**src/rtl/busid_rx_dispatch_if.sv**
```systemverilog
// Bus-ID dispatch bus: the upstream ID handshake plus the four per-port enables and acks.
// master is the environment (frame decoder + bus-group handlers), slave is the dispatcher.
interface busid_rx_dispatch_if;
  logic [4:0] busid_in;
  logic       busid_valid;
  logic       busid_ready;
  logic       ack0;
  logic       ack1;
  logic       ack2;
  logic       ack3;
  logic       buffer_en0;
  logic       buffer_en1;
  logic       buffer_en2;
  logic       buffer_en3;
  logic [4:0] busid_out;

  modport master (
    output busid_in, busid_valid, ack0, ack1, ack2, ack3,
    input  busid_ready, buffer_en0, buffer_en1, buffer_en2, buffer_en3, busid_out
  );

  modport slave (
    input  busid_in, busid_valid, ack0, ack1, ack2, ack3,
    output busid_ready, buffer_en0, buffer_en1, buffer_en2, buffer_en3, busid_out
  );
endinterface

```
**src/rtl/busid_rx_dispatch.sv**
```systemverilog
// Routes one received CAN bus ID at a time to one of four bus-group ports (port = id[4:3]).
// Define MOPSHUB_BUSID_TIMEOUT_EN to build the acknowledge timeout timer and err_timeout.
module busid_rx_dispatch #(
  parameter int MAX_BUSID      = 31,
  parameter int TIMEOUT_CYCLES = 255
) (
  input  logic                 clk,
  input  logic                 rst,
  busid_rx_dispatch_if.slave   bus,
  output logic                 err_range,
  output logic                 err_timeout,
  output logic [7:0]           disp_cnt
);

  typedef enum logic {IDLE, ACTIVE} state_t;

  localparam logic [5:0] MAX_ID = 6'(MAX_BUSID);

  state_t     state;
  logic       ready;
  logic [1:0] port;
  logic [3:0] en;
  logic [4:0] id_q;
  logic [3:0] ack_vec;
  logic       port_ack;
  logic       id_ok;

  if (MAX_BUSID < 0 || MAX_BUSID > 31) begin : g_bad_max_busid
    $error("busid_rx_dispatch: MAX_BUSID must be 0..31");
  end
  if (TIMEOUT_CYCLES < 1 || TIMEOUT_CYCLES > 65535) begin : g_bad_timeout
    $error("busid_rx_dispatch: TIMEOUT_CYCLES must be 1..65535");
  end

  assign ack_vec  = {bus.ack3, bus.ack2, bus.ack1, bus.ack0};
  assign port_ack = ack_vec[port];
  assign id_ok    = ({1'b0, bus.busid_in} <= MAX_ID);

  assign bus.busid_ready = ready;
  assign bus.buffer_en0  = en[0];
  assign bus.buffer_en1  = en[1];
  assign bus.buffer_en2  = en[2];
  assign bus.buffer_en3  = en[3];
  assign bus.busid_out   = id_q;

`ifdef MOPSHUB_BUSID_TIMEOUT_EN
  localparam logic [15:0] TMO_LAST = 16'(TIMEOUT_CYCLES - 1);
  logic [15:0] timer;
  logic        tmo_q;
  assign err_timeout = tmo_q;
`else
  assign err_timeout = 1'b0;
`endif

  // ready is a registered copy of "state is IDLE" so it stays low while reset is held
  always_ff @(posedge clk) begin
    if (!rst) begin
      state     <= IDLE;
      ready     <= 1'b0;
      port      <= 2'd0;
      en        <= 4'd0;
      id_q      <= 5'd0;
      err_range <= 1'b0;
      disp_cnt  <= 8'd0;
`ifdef MOPSHUB_BUSID_TIMEOUT_EN
      timer     <= 16'd0;
      tmo_q     <= 1'b0;
`endif
    end else begin
      err_range <= 1'b0;
`ifdef MOPSHUB_BUSID_TIMEOUT_EN
      tmo_q     <= 1'b0;
`endif
      case (state)
        IDLE: begin
          ready <= 1'b1;
          if (bus.busid_valid && ready) begin
            if (id_ok) begin
              state <= ACTIVE;
              ready <= 1'b0;
              id_q  <= bus.busid_in;
              port  <= bus.busid_in[4:3];
              en    <= 4'b0001 << bus.busid_in[4:3];
`ifdef MOPSHUB_BUSID_TIMEOUT_EN
              timer <= 16'd0;
`endif
            end else begin
              err_range <= 1'b1;
            end
          end
        end
        ACTIVE: begin
          // an ack arriving on the expiry cycle still counts as a dispatch
          if (port_ack) begin
            state <= IDLE;
            ready <= 1'b1;
            en    <= 4'd0;
            if (disp_cnt != 8'hFF) disp_cnt <= disp_cnt + 8'd1;
          end else begin
`ifdef MOPSHUB_BUSID_TIMEOUT_EN
            if (timer == TMO_LAST) begin
              state <= IDLE;
              ready <= 1'b1;
              en    <= 4'd0;
              tmo_q <= 1'b1;
            end else begin
              timer <= timer + 16'd1;
            end
`endif
          end
        end
        default: state <= IDLE;
      endcase
    end
  end

endmodule

```
**src/flat_wrapper.sv**
```systemverilog
// flat-port wrapper written by rule: the top's interface ports become plain ports
module busid_rx_dispatch_flat 
#(
  parameter int MAX_BUSID      = 31,
  parameter int TIMEOUT_CYCLES = 255
)
  (clk, rst, err_range, err_timeout, disp_cnt, bus_busid_in, bus_busid_valid, bus_ack0, bus_ack1, bus_ack2, bus_ack3, bus_busid_ready, bus_buffer_en0, bus_buffer_en1, bus_buffer_en2, bus_buffer_en3, bus_busid_out);
  busid_rx_dispatch_if bus_i ();
  input  logic clk;
  input  logic rst;
  output logic err_range;
  output logic err_timeout;
  output logic [7:0] disp_cnt;
  input wire logic [$bits(bus_i.busid_in)-1:0] bus_busid_in;
  input wire logic [$bits(bus_i.busid_valid)-1:0] bus_busid_valid;
  input wire logic [$bits(bus_i.ack0)-1:0] bus_ack0;
  input wire logic [$bits(bus_i.ack1)-1:0] bus_ack1;
  input wire logic [$bits(bus_i.ack2)-1:0] bus_ack2;
  input wire logic [$bits(bus_i.ack3)-1:0] bus_ack3;
  output wire logic [$bits(bus_i.busid_ready)-1:0] bus_busid_ready;
  output wire logic [$bits(bus_i.buffer_en0)-1:0] bus_buffer_en0;
  output wire logic [$bits(bus_i.buffer_en1)-1:0] bus_buffer_en1;
  output wire logic [$bits(bus_i.buffer_en2)-1:0] bus_buffer_en2;
  output wire logic [$bits(bus_i.buffer_en3)-1:0] bus_buffer_en3;
  output wire logic [$bits(bus_i.busid_out)-1:0] bus_busid_out;
  assign bus_i.busid_in = bus_busid_in;
  assign bus_i.busid_valid = bus_busid_valid;
  assign bus_i.ack0 = bus_ack0;
  assign bus_i.ack1 = bus_ack1;
  assign bus_i.ack2 = bus_ack2;
  assign bus_i.ack3 = bus_ack3;
  assign bus_busid_ready = bus_i.busid_ready;
  assign bus_buffer_en0 = bus_i.buffer_en0;
  assign bus_buffer_en1 = bus_i.buffer_en1;
  assign bus_buffer_en2 = bus_i.buffer_en2;
  assign bus_buffer_en3 = bus_i.buffer_en3;
  assign bus_busid_out = bus_i.busid_out;
  busid_rx_dispatch #(.MAX_BUSID(MAX_BUSID), .TIMEOUT_CYCLES(TIMEOUT_CYCLES)) u_core (.clk(clk), .rst(rst), .bus(bus_i), .err_range(err_range), .err_timeout(err_timeout), .disp_cnt(disp_cnt));
endmodule
```
**config.mk**
```make
export PLATFORM = sky130hd
export DESIGN_NAME = busid_rx_dispatch_flat
export DESIGN_NICKNAME = d
export VERILOG_FILES = /design/src/rtl/busid_rx_dispatch_if.sv /design/src/rtl/busid_rx_dispatch.sv /design/src/flat_wrapper.sv
export SDC_FILE = /design/constraint.sdc
export NUM_CORES = 1
export LEC_CHECK = 0
export ABC_CLOCK_PERIOD_IN_PS = 4300
export BUFFER_PORTS_ARGS = -buffer_cell sky130_fd_sc_hd__buf_2
export CAP_MARGIN = 20
export CORE_ASPECT_RATIO = 1.75
export CORE_UTILIZATION = 35
export CTS_BUF_LIST = sky130_fd_sc_hd__clkbuf_16
export DETAILED_ROUTE_END_ITERATION = 12
export PLACE_DENSITY = 0.64
export SETUP_SLACK_MARGIN = 0.05
export SLEW_MARGIN = 25
export SYNTH_ARGS = -nofsm -noshare
export SYNTH_HDL_FRONTEND = slang
export SYNTH_SLANG_ARGS = --single-unit
```
**constraint.sdc**
```tcl
create_clock -name clk -period 4.3 [get_ports clk]
set_input_delay 0.86 -clock clk [delete_from_list [all_inputs] [get_ports clk]]
set_output_delay 0.86 -clock clk [all_outputs]
set_load 0.01 [all_outputs]
```
Word level (Yosys, flattened, before mapping)
Cells that the tools add are included.

Word-level logic and storage cells: 28. Register bits: 21. Input bits: 12. Output and inout bits: 20.

Shift operators: 1. $add $sub $neg: 1. $lt $le $gt $ge: 1. Mux-type cells: 11. Eq/ne operators: 3. Bitwise gates (word level): 1. Reduce and logical (&&, ||, !) cells: 4.

Operators by type and width (count): 8-bit by 1-bit adder with 8-bit output (second input constant) (1); 4-bit 2-to-1 mux (2); 8-bit != test (second input constant) (1); 4-bit one-hot mux with 2 select lines (1); 1-bit 2-to-1 mux (5); 1-bit one-hot mux with 2 select lines (2); 2-bit AND reduction (2); 1-bit by 2-bit << shifter with 4-bit output (first input constant) (1); 2-bit by 3-bit < comparator with 1-bit output (second input constant) (1); 3-bit AND reduction (1); 1-bit binary-select mux with 2-bit select (1); 2-bit by 1-bit != test with 1-bit output (second input constant) (1); 2-bit != test (second input constant) (1); 1-bit logical AND (1); 1-bit NOT (1).

Depth between registers and ports, before layout
Depth after elaboration: 4. Depth in mapped cells: 6. Mapped depth without buffers: 5.

Worst setup path before layout
No wires, ideal clock.

Path type: input -> register. Start: input port bus_ack3. End: register u_core.disp_cnt[2]. Data required time: 4165 ps. Stages on the path: 5. Setup time: 135 ps. Arrival: 1721 ps. Path buffers: 1. Path slack: 2444 ps. Path through: mux2i_1 > a2bb2oi_4 > buf_4 > o311ai_0 > o41ai_1.

Word-level cells in the longest chain between the ends: 3.

RTL lines: from (decl) (line flat_wrapper.sv:19) `input wire logic [$bits(bus_i.ack3)-1:0] bus_ack3;`; 1-bit binary-select mux with 2-bit select (line busid_rx_dispatch.sv:36) `assign port_ack = ack_vec[port];`; 1-bit 2-to-1 mux (not written as such) (line busid_rx_dispatch.sv:36); 3-bit AND reduction (no line); to (signal assigned) (line busid_rx_dispatch.sv:98) `if (disp_cnt != 8'hFF) disp_cnt <= disp_cnt + 8'd1;`; to (decl) (line busid_rx_dispatch.sv:12) `output logic [7:0] disp_cnt`.

Every way passes these cells. The select of a mux whose other input is x is not followed. A chain may end at the register's enable or synchronous reset.

Worst setup path in the final report
Start: input port bus_ack2. End: register u_core.disp_cnt[0].

Word-level cells in the longest chain between the ends: 3.

RTL lines: from (decl) (line flat_wrapper.sv:18) `input wire logic [$bits(bus_i.ack2)-1:0] bus_ack2;`; 1-bit binary-select mux with 2-bit select (line busid_rx_dispatch.sv:36); 1-bit 2-to-1 mux (not written as such) (line busid_rx_dispatch.sv:36); 3-bit AND reduction (no line).

Every way passes these cells. The select of a mux whose other input is x is not followed.

==> results.md <==
- Measured slew at the worst slew-check pin: 0.5842 ns
- Vias in the first global route: 711
- CORE AREA: 2462 um2
- Status: completed
- Place WS: 2.255 ns
- Slew Limit Fails: 0
- Vias per cell: 5.387
- Root Driver: clkbuf_16
- Max Fanout on Critical Path: 19
- Yosys reg bits: 19
- Clk sink count: 19
- Clock share of power: 0.452
- Final Hold Fails: 0
- Post-CTS sizing: 0
- Post-synth EDFFs: 0
- # IOs: 32
- Cell Area, Synth: 908.4 um2
- First-pass GRT wire length: 2863 um
- DP Wirelength: 1385 um
- Port buffer count: 29
- Slew margin rel.: 0.6091
- Hold Path Cell Cnt: 2
- Fin cells: 155
- DR WL/cell: 11.90 um
- Crit Reg-Reg Startpoint: u_core.disp_cnt[0]
- Die area: 2811 um2
- Hold_sp: u_core.bus.busid_out[1]
- Placer Congestion: 0.6523
- DRT antenna net count: 0
- Max-cap violations: 0
- Fin Setup TNS: 0 ns
- Pre-antenna DRT Iters: 4
- Cell Pwr Density: 358.7 nW/um2
- Psw: 83.30 uW
- Setup violators final: 0
- Peak Freq: 0.5535 GHz
- Crit path kind: primary input to flop
- Mapped Cells: 103
- # H-tree levels: 1
- CP required: 4.46 ns
- Post-Route Utilization: 0.4578
- Worst R2R Path Depth: 5
- DR vias: 835
- Internal power: 321.0 uW
- Worst min path class: flop to flop
- Final antenna diode count: 0
- Sw Ratio: 0.2060
- Total CTS buffers: 3
- WL final: 1845 um
- CTS clk-pin slew, worst paths: 0.05 ns
- Starting Density: 0.3689
- Initial antenna violation count: 0
- Critical path launch point type: primary input
- Area grow syn2layout: 24.10%
- Seq pwr share: 0.459
- Distinct cells, synth: 37
- Max Root-Sink Buffers: 2
- Total GRT Usage: 0.1377
- Post-CTS Setup Inserts: 0
- DIE WIDTH: 40.51 um
- Async SR Flop Fraction: 0
- Remaining DRCs: 0
- Clock Latency Late Sink: 0.24 ns
- Comb pwr share: 0.089
- Layout cells sized above 1: 0.2713
- Tcrit/Tclk final: 0.4202
- Vert. Die Dim: 69.40 um
- Warnings from Yosys: 0
- Setup Skew: 0.002914 ns
- Rows: 24
- R2R Setup Slk: 2.72 ns
- Post-cts hold buffer count: 0
- GRT overflow: 0
- RSZ-0062 raised after global routing: no
- Final min period: 1.807 ns
- Largest net degree at the start of global routing: 21
- Critical Path Sink Type: flop
- Layout net count: 143
- Sequential-to-total area share from yosys stat: 0.4187
- Final WS setup: 2.493 ns
- VDD IR-drop max: 0.2051 mV
- Leakage: 0.0004788 uW
- Syn Area/Cell: 8.819 um2
- Placed Cells incl. Taps: 151
- CTS tree: yes
- Worst setup startpoint: bus_ack2
- Arrival @ worst endpoint: 1.97 ns
- Main synth FF type: dfxtp_1
- Iter 0 DRT Violations: 25
-- Yosys cell counts, types with 3 or more instances --
master | n | area, um2
nor2_1 | 4 | 15.01
inv_1 | 3 | 11.26
clkbuf_1 | 5 | 18.77
o31ai_1 | 3 | 22.52
buf_4 | 3 | 22.52
o41ai_1 | 3 | 26.28
or4_1 | 3 | 22.52
nand3_1 | 6 | 30.03
nand2_1 | 14 | 52.55
dfxtp_1 | 19 | 380.4
a21oi_1 | 3 | 15.01
a21boi_0 | 8 | 60.06
-- cell type report --
class                           count  area, um2
Sequential cell                    19      380.4
Multi-Input combinational cell     74      479.2
Inverter                            3      11.26
Fill cell                         254       1335
Clock buffer                        3      75.07
Tap cell                           26      32.53
Clock inverter                      1      3.754
Timing Repair Buffer               29      145.1
-- metrics by stage --
step / total power [uW] / area, um2 / hold WS (ns)
4_1_cts: 409.6 / 1127 / 0.4620
2_1_floorplan: 214.0 / 912.1 / 0.4876
3_3_place_gp: 224.9 / 1049 / 0.4455
3_5_place_dp: 226.0 / 1049 / 0.4548
5_1_grt: 422.1 / 1127 / 0.4915
6_report: 404.3 / 1127 / 0.4562
-- registers in the layout, indices dropped and copies added (netlist names) --
register                cells
u_core.bus.busid_out        5
u_core.bus.busid_ready      1
u_core.disp_cnt             8
u_core.en                   4
u_core.state                1
-- metal layers --
metal	vias to the layer above	part of all wire	track usage
li1	421	-	-
met1	390	0.43	0.1619
met2	22	0.51	0.2310
met3	2	0.047	0.02885
met4	0	0.0065	0.04444
met5	-	0	0
-- critical path: stages --
cell	delay [ns]
buf_2	0.10
mux2_2	0.29
a2bb2oi_4	0.38
o21ai_0	0.15
a21boi_0	0.18
-- power by group through the flow --
stage,clock [uW],sequential (uW),combinational [uW]
after global routing,196,186,40.3
after global placement,0,189,35.9
after floorplan,0,191,22.9
after detailed placement,0,189,36.7
after CTS,187,186,36.7
final,183,186,36.2
-- cell families (layout without fill, tap and decap cells) --
kind of cell	Yosys count	count (layout)	synth area share
other	1	2	0.004128
adders and majority gates	1	1	0.01377
muxes	3	3	0.03444
and+or+nand+nor	41	41	0.2328
buffers and inverters	11	36	0.05785
AOI/OAI and AO/OA	27	27	0.2383
DFF	19	19	0.4187
-- cell usage in the layout (no fill, tap or decap), drive strengths merged, types with 2 or more instances in the layout --
master  count
nand3       6
nand2      14
mux2i       2
conb        2
inv         4
o21ai       2
buf        29
clkbuf      3
a21oi       3
or4         3
o31ai       3
o41ai       3
and3        2
a21boi      9
nor2        4
dfxtp      19
nor2b       2
-- path summary, 6_finish.rpt --
check / endpoint
worst min register to register: u_core.bus.busid_out[1]
worst min-delay path: u_core.bus.busid_out[1]
worst max-delay path: u_core.disp_cnt[0]
worst max register to register: u_core.disp_cnt[0]
Power figures use the tool's default switching activity.
